### src/rtl/spi_slave_phy.sv
// SPI mode-0 slave PHY: synchronizes sclk/mosi/cs into clk and shifts words in and out.
// Define SPI_SLAVE_LSB_FIRST_EN to shift LSB first; MSB first otherwise.
`timescale 1ns/1ps

module spi_slave_phy #(
    parameter int SPI_DATA_WIDTH = 8,
    parameter int SYNC_STAGES    = 2
) (
    input  logic                      clk,
    input  logic                      rst,
    input  logic                      sclk,
    input  logic                      mosi,
    input  logic                      cs,
    output logic                      miso,
    input  logic [SPI_DATA_WIDTH-1:0] data_in,
    output logic [SPI_DATA_WIDTH-1:0] data_out,
    output logic                      ready,
    output logic                      busy
);

    localparam int CW = $clog2(SPI_DATA_WIDTH + 1);

    typedef enum logic {IDLE, ACTIVE} state_t;

    state_t                    state_reg, state_next;
    logic [SYNC_STAGES-1:0]    sclk_sync_reg, mosi_sync_reg, cs_sync_reg;
    logic [SYNC_STAGES-1:0]    sclk_d, mosi_d, cs_d;
    logic                      sclk_prev_reg, cs_prev_reg;
    logic                      live_reg, armed_reg;
    logic [CW-1:0]             cnt_reg;
    logic [SPI_DATA_WIDTH-1:0] rx_reg, tx_reg, data_out_reg;
    logic                      ready_reg;

    logic                      sclk_s, mosi_s, cs_s;
    logic                      sclk_rise, sclk_fall, cs_fall;
    logic                      enter, running, cnt_last;
    logic [SPI_DATA_WIDTH-1:0] rx_shifted, tx_shifted;
    logic                      tx_bit;

    genvar gi;
    generate
        for (gi = 0; gi < SYNC_STAGES; gi++) begin : g_sync
            if (gi == 0) begin : g_head
                assign sclk_d[gi] = sclk;
                assign mosi_d[gi] = mosi;
                assign cs_d[gi]   = cs;
            end else begin : g_tail
                assign sclk_d[gi] = sclk_sync_reg[gi-1];
                assign mosi_d[gi] = mosi_sync_reg[gi-1];
                assign cs_d[gi]   = cs_sync_reg[gi-1];
            end
        end
    endgenerate

    assign sclk_s    = sclk_sync_reg[SYNC_STAGES-1];
    assign mosi_s    = mosi_sync_reg[SYNC_STAGES-1];
    assign cs_s      = cs_sync_reg[SYNC_STAGES-1];
    assign sclk_rise = sclk_s & ~sclk_prev_reg;
    assign sclk_fall = ~sclk_s & sclk_prev_reg;
    // The cs chain resets to 1, so its first flush would look like a falling
    // edge; armed_reg only sets once a genuinely sampled high cs was seen.
    assign cs_fall   = armed_reg & cs_prev_reg & ~cs_s;
    assign cnt_last  = (cnt_reg == CW'(SPI_DATA_WIDTH - 1));

`ifdef SPI_SLAVE_LSB_FIRST_EN
    assign rx_shifted = {mosi_s, rx_reg[SPI_DATA_WIDTH-1:1]};
    assign tx_shifted = {1'b0, tx_reg[SPI_DATA_WIDTH-1:1]};
    assign tx_bit     = tx_reg[0];
`else
    assign rx_shifted = {rx_reg[SPI_DATA_WIDTH-2:0], mosi_s};
    assign tx_shifted = {tx_reg[SPI_DATA_WIDTH-2:0], 1'b0};
    assign tx_bit     = tx_reg[SPI_DATA_WIDTH-1];
`endif

    always_comb begin
        state_next = state_reg;
        case (state_reg)
            IDLE:    if (cs_fall) state_next = ACTIVE;
            ACTIVE:  if (cs_s)    state_next = IDLE;
            default: state_next = IDLE;
        endcase
    end

    assign enter   = (state_reg == IDLE)   && (state_next == ACTIVE);
    assign running = (state_reg == ACTIVE) && (state_next == ACTIVE);

    always_ff @(posedge clk or negedge rst) begin
        if (!rst) begin
            state_reg     <= IDLE;
            sclk_sync_reg <= '0;
            mosi_sync_reg <= '0;
            cs_sync_reg   <= '1;
            sclk_prev_reg <= 1'b0;
            cs_prev_reg   <= 1'b1;
            live_reg      <= 1'b0;
            armed_reg     <= 1'b0;
        end else begin
            state_reg     <= state_next;
            sclk_sync_reg <= sclk_d;
            mosi_sync_reg <= mosi_d;
            cs_sync_reg   <= cs_d;
            sclk_prev_reg <= sclk_s;
            cs_prev_reg   <= cs_s;
            live_reg      <= 1'b1;
            armed_reg     <= armed_reg | (live_reg & cs_sync_reg[0]);
        end
    end

    always_ff @(posedge clk or negedge rst) begin
        if (!rst) begin
            cnt_reg      <= '0;
            rx_reg       <= '0;
            tx_reg       <= '0;
            data_out_reg <= '0;
            ready_reg    <= 1'b0;
        end else begin
            ready_reg <= 1'b0;
            if (enter) begin
                cnt_reg <= '0;
                rx_reg  <= '0;
                tx_reg  <= data_in;
            end else if (running) begin
                if (sclk_rise) begin
                    rx_reg <= rx_shifted;
                    if (cnt_last) begin
                        cnt_reg      <= '0;
                        data_out_reg <= rx_shifted;
                        ready_reg    <= 1'b1;
                    end else begin
                        cnt_reg <= cnt_reg + CW'(1);
                    end
                end
                if (sclk_fall) begin
                    // Counter at zero means a word boundary: fetch the next word.
                    if (cnt_reg == '0) tx_reg <= data_in;
                    else               tx_reg <= tx_shifted;
                end
            end else begin
                cnt_reg <= '0;
                rx_reg  <= '0;
            end
        end
    end

    assign data_out = data_out_reg;
    assign ready    = ready_reg;
    assign busy     = (state_reg == ACTIVE);
    assign miso     = busy & tx_bit;

endmodule

### config.mk
export PLATFORM = sky130hd
export DESIGN_NAME = spi_slave_phy
export DESIGN_NICKNAME = d
export VERILOG_FILES = /design/src/rtl/spi_slave_phy.sv
export SDC_FILE = /design/constraint.sdc
export NUM_CORES = 1
export LEC_CHECK = 0
export BUFFER_PORTS_ARGS = -buffer_cell sky130_fd_sc_hd__buf_2
export CAP_MARGIN = 20
export CELL_PAD_IN_SITES_DETAIL_PLACEMENT = 1
export CELL_PAD_IN_SITES_GLOBAL_PLACEMENT = 2
export CORE_UTILIZATION = 35
export CTS_CLUSTER_SIZE = 28
export DETAILED_ROUTE_END_ITERATION = 10
export PLACE_DENSITY = 0.69
export SYNTH_ARGS = -nofsm -noshare
export SYNTH_HDL_FRONTEND = slang
export SYNTH_SLANG_ARGS = --single-unit
### constraint.sdc
create_clock -name clk -period 2.5 [get_ports clk]
set_input_delay 0.125 -clock clk [delete_from_list [all_inputs] [get_ports clk]]
set_output_delay 0.125 -clock clk [all_outputs]
set_load 0.01 [all_outputs]
# ---- Word-level counts from Yosys, hierarchy flattened
# Cells that the tools add are included.
dict set report totals {
  register_bits 39
  inputBits 13
  out_inout_bits 11
  wordCells 53
}
dict set report op_classes {
  add_sub_neg 1
  eq_ne 2
  muxes 18
  bitwise 12
  n_reduce_logical 7
}
# cell n
set op_table {}
lappend op_table {{$mux 8} 4}
lappend op_table {{$mux 7} 3}
lappend op_table {{$mux 4} 4}
lappend op_table {{$and 1x1->1} 6}
lappend op_table {{$mux 1} 6}
lappend op_table {{$not 1->1} 5}
lappend op_table {{$add 4x1->4 const B} 1}
lappend op_table {{$eq 4x3->1 const B} 1}
lappend op_table {{$logic_not 4->1} 1}
lappend op_table {{$reduce_and 4->1} 1}
lappend op_table {{$reduce_bool 2->1} 2}
lappend op_table {{$ne 3x3->1 const B} 1}
lappend op_table {{$logic_and 1x1->1} 2}
lappend op_table {{$pmux 1 s2} 1}
lappend op_table {{$reduce_and 2->1} 1}
lappend op_table {{$or 1x1->1} 1}

# ---- Longest topological paths before layout
dict set report logic_depth {
  ltp_word 7
  depth_mapped 6
}

# ---- Worst setup path before layout
# OpenSTA, ideal clock, no wires.
dict set report synth_path {
  path_type {reg-to-reg}
  startpoint {register state_reg (netlist: busy)}
  endpoint {register data_out_reg[0] (netlist: data_out[0])}
  arrival_ns 1.434
  required_time_ns 2.375
  slack_ns 0.942
  path_stages_with_launch 7
  path_buffers 2
  cell_sequence {dfrtp_1 > nand2b_2 > nor2b_2 > buf_6 > nor3b_2 > buf_6 > mux2_2}
}
dict set report synth_via {
  elab_chain_len 5
  elab_cells_between_ends 6
}
# element line_no
set synth_rtl {}
lappend synth_rtl {{from (decl)} 25} ;# state_t state_reg, state_next;
lappend synth_rtl {{from (signal assigned)} 98} ;# state_reg <= state_next;
lappend synth_rtl {{$not 1->1} {77, 84}}
lappend synth_rtl {{$pmux 1 s2} 77} ;# case (state_reg)
lappend synth_rtl {{$logic_and 1x1->1} 84} ;# assign enter = (state_reg == IDLE) && (state_next == ACTIVE);
lappend synth_rtl {{$not 1->1 (no line)} --}
lappend synth_rtl {{$reduce_and 4->1 (no line) (*)} --}
lappend synth_rtl {{to (signal assigned)} 127} ;# data_out_reg <= rx_shifted;
lappend synth_rtl {{to (decl)} 31} ;# logic [SPI_DATA_WIDTH-1:0] rx_reg, tx_reg, data_out_reg;
# Every way passes the cells marked *; elsewhere a longest branch is shown, timed or not.
# A chain may end at the register's enable or synchronous reset.

# ---- Worst setup path after layout
dict set report layout_path {
  startpoint {register cs_sync_reg[1]}
  endpoint {register data_out_reg[4] (netlist: data_out[4])}
}
dict set report layout_via {
  elab_chain_len 7
  elab_cells_between_ends 9
}
# element line_no
set layout_rtl {}
lappend layout_rtl {{from (decl)} 26} ;# logic [SYNC_STAGES-1:0] sclk_sync_reg, mosi_sync_reg, cs_sync_reg;
lappend layout_rtl {{from (signal assigned)} 101} ;# cs_sync_reg <= cs_d;
lappend layout_rtl {{$not 1->1} 62} ;# assign cs_fall = armed_reg & cs_prev_reg & ~cs_s;
lappend layout_rtl {{$and 1x1->1} 62}
lappend layout_rtl {{$mux 1} 78} ;# IDLE: if (cs_fall) state_next = ACTIVE;
lappend layout_rtl {{$pmux 1 s2 (*)} 77}
lappend layout_rtl {{$logic_and 1x1->1} 84}
lappend layout_rtl {{$not 1->1 (no line)} --}
lappend layout_rtl {{$reduce_and 4->1 (no line) (*)} --}
# Marked as above.

==> results list <==
- The flow ran to the end, and the final reports show no timing, DRC or antenna violations.
- Summing internal, switching and leakage power gives 1.23 mW.
* I/O Buffers: 23
- Worst endpoint required time: 2.68 ns
* Clock tree from TritonCTS: built
- The die is 68.2 um wide.
* Via count of the first global-routing pass: 937
* Io pins: 24
* Layout overhead on the synthesized area: 19.9%
- Dividing total power by cell area gives a power density of about 670 nW/um2.
- The number of max-slew violations in the final report came to 0.
- Period utilisation layout: between 70% and 80%
- In this run the power spent charging and discharging nets is 274 uW.
- Count of nets after finishing: 161
- The number of clock buffers added by TritonCTS is 5.
- Ratio of routed vias to standard cells: between 4 and 5
* Headroom to the max-slew limit: roughly 45%
- Sw Share: 22.2%
* Antenna violations before repair: 0
- Sequential-to-total area share from yosys stat: 64.0%
* Count of flip-flops with a built-in enable after synthesis: 0
* Avg Cell Area, Syn: around 14 um2
* Root Buffer: clkbuf_8
* Maxcap violations: 0
- Tot GR Track Use: 13.1%
- The H-tree generated during clock tree synthesis spans 2 levels.
* Count of final setup violators: 0
- Portion of total power attributed to the clock network: 37.4%
- Critical path cell sequence: nand2b_2 > nor2b_2 > nor3b_2 > buf_4 > mux2_2
- Of all flip-flops after synthesis, the portion carrying an async set or reset was 100%.
- Largest net degree at the start of global routing: 40
* Synthesis Warnings: 0
* Routed via count: 937
- The synthesized design contains 39 register bits.
* Most frequent cells in the layout: dfrtp_1, buf_2, nor2_1
- The internal power of the cells totals ~960 uW.
- Final setup skew: 0.00442 ns
* Routed wire length per instance: between 10 and 15 um
* Clock Path Buffers: 2
- The total count of hold-check failures in the final report came to 0.
- Number of placement rows: 23
* CP Data Arrival Time: around 2.0 ns
* Setup Crit Path Kind: reg2reg
- Die Footprint: 4640 um2
- Total of cells resized after clock tree synthesis: 0
- Die extent in y: 68.2 um
- The share of total power dissipated in sequential elements is a little under three fifths.
- On the critical path the largest part of the delay comes from simple AND/OR/NAND/NOR gates.
* Final critical delay including setup and external delays: 1.83 ns
- GP Congestion: 0.718
- For this run, the slowest stage of the critical path takes between 0.3 and 0.4 ns.
* Gate Count Post-Synth: 113
- The total overflow left after global routing is 0.
* Setup crit start kind: flip-flop
- Most common cell after layout, fill and taps aside: dfrtp_1
- Final worst hold slack: 0.0945 ns
- Together, buffers and inverters on the worst path number 1.
- Layout cell share with drive strength beyond 1: 32.7%
- The later pin in the worst-skew pair is clocked with a latency of 0.29 ns.
- When the netlist entered floorplanning its net count stood at approximately 130.
- # DRC: 0
- Combinational cells account for under 10% of the total power.
* Primary flip-flop cell chosen by synthesis mapping: dfrtp_1
- Core outline area: 4090 um2
- Wire length of the first global-routing pass: 4220 um
- Worst setup EP type: flip-flop
- In this run the worst path has a maximum fanout of 10.
* Residual antenna-violating net count after detailed routing: 0
- For this design the static power due to leakage is between 0.8 and 0.9 nW.
- The number of antenna diodes in the final layout is 0.
- Detailed placement finished with a half-perimeter wire length of 1820 um.
* Buffer count from post-CTS setup fixing: 0
* Detailed router's first-iteration violation count: 44
- Post-CTS Hold Buffers: 4
* Cell area after synthesis: 1530 um2
- Worst-case register-to-register setup slack: ~0.67 ns
- Maximum frequency from static timing analysis: roughly 550 MHz
* Unique cell type count in the Yosys netlist: 25
- Length of the first detailed-routing pass in iterations: 4
- Adding up every negative setup slack in the final design gives 0 ns.
- Crit path max-delay cell type: dfstp_2
- Starting utilization of the core area: 37.5%
- After detailed routing, the total wire length is 2610 um.
* Setup repair after global routing missed its margin: false
* Clk pin slew, worst setup/hold paths: 0.07 ns
- CTS Sinks: 39
- Peak supply drop: 337 uV
* Transition time of the tightest slew-check pin: 0.830 ns
* Worst hold path class: in2reg
synth_stat cells, drive strengths merged, types with 2 or more instances:
master	n	area (um2)
mux2i	7	70.1
dfrtp	36	901
nor2	12	45.0
buf	3	27.5
nand2	4	15.0
inv	3	11.3
mux2	8	90.1
nor2b	2	22.5
a22o	8	70.1
a21oi	10	50.1
o21ai	3	15.0
dfstp	3	78.8
ha	2	25.0
nand3b	3	22.5
worst register-to-register path, delay by kind of cell (launching register included):
family | cells | cell delay (ns)
and+or+nand+nor | 3 | 0.78
DFF | 1 | 0.39
muxes | 1 | 0.36
buffers and inverters | 1 | 0.20
cells by family (layout without fill, tap and decap cells):
kind of cell / Yosys count / count (layout) / share of synthesized area, %
flops: 39 / 39 / 64.0
other cells: 1 / 1 / 0.245
mux: 15 / 15 / 10.5
simple gates: 26 / 26 / 9.48
fa+ha+maj: 2 / 2 / 1.63
xor+xnor: 1 / 1 / 0.572
buf+inv: 6 / 40 / 2.53
compound gates: 23 / 23 / 11.1
area by class of cell:
class	instances	area (um2)
clock buffer	8	100
fill	451	2250
inverter	3	11.3
multi-input combinational	68	513
sequential	39	980
tap	50	62.6
timing repair buffer	29	170
power by group through the flow:
stage / logic (mW) / clock network, mW / registers (mW)
2_1_floorplan: 0.0474 / 0 / 0.696
3_3_place_gp: 0.0780 / 0 / 0.699
3_5_place_dp: 0.0816 / 0 / 0.701
4_1_cts: 0.0864 / 0.476 / 0.688
5_1_grt: 0.0956 / 0.501 / 0.692
6_report: 0.0829 / 0.460 / 0.688
worst paths after layout:
kind | cells past startpoint | from | endpoint
setup / recovery | 5 | cs_sync_reg[1] | data_out[4]
hold / removal | 3 | data_in[0] | tx_reg[0]
setup reg to reg | 5 | cs_sync_reg[1] | data_out[4]
hold reg to reg | 0 | sclk_sync_reg[0] | sclk_sync_reg[1]
max in group asynchronous | 2 | rst | data_out[2]
min in group asynchronous | 2 | rst | tx_reg[5]
through the flow:
step / cell area, um2 / utilization [%] / cells / setup WS, ns
CTS: 1840 / 44.9 / 197 / 0.653
detailed placement: 1700 / 41.5 / 185 / 0.667
global placement: 1700 / 41.5 / 185 / 0.724
global route: 1840 / 44.9 / 197 / 0.530
finish: 1840 / 44.9 / 197 / 0.674
floorplan: 1530 / - / 113 / 0.942
per-layer routing:
layer / up-vias / part of all wire (%) / GRT usage (%)
met2: 20 / 48 / 20.5
met5: - / 0 / 0
met3: 5 / 4.6 / 4.00
met4: 0 / 1.7 / 8.59
li1: 453 / - / -
met1: 459 / 46 / 15.3
No activity file was read; power rests on OpenSTA's default activity.
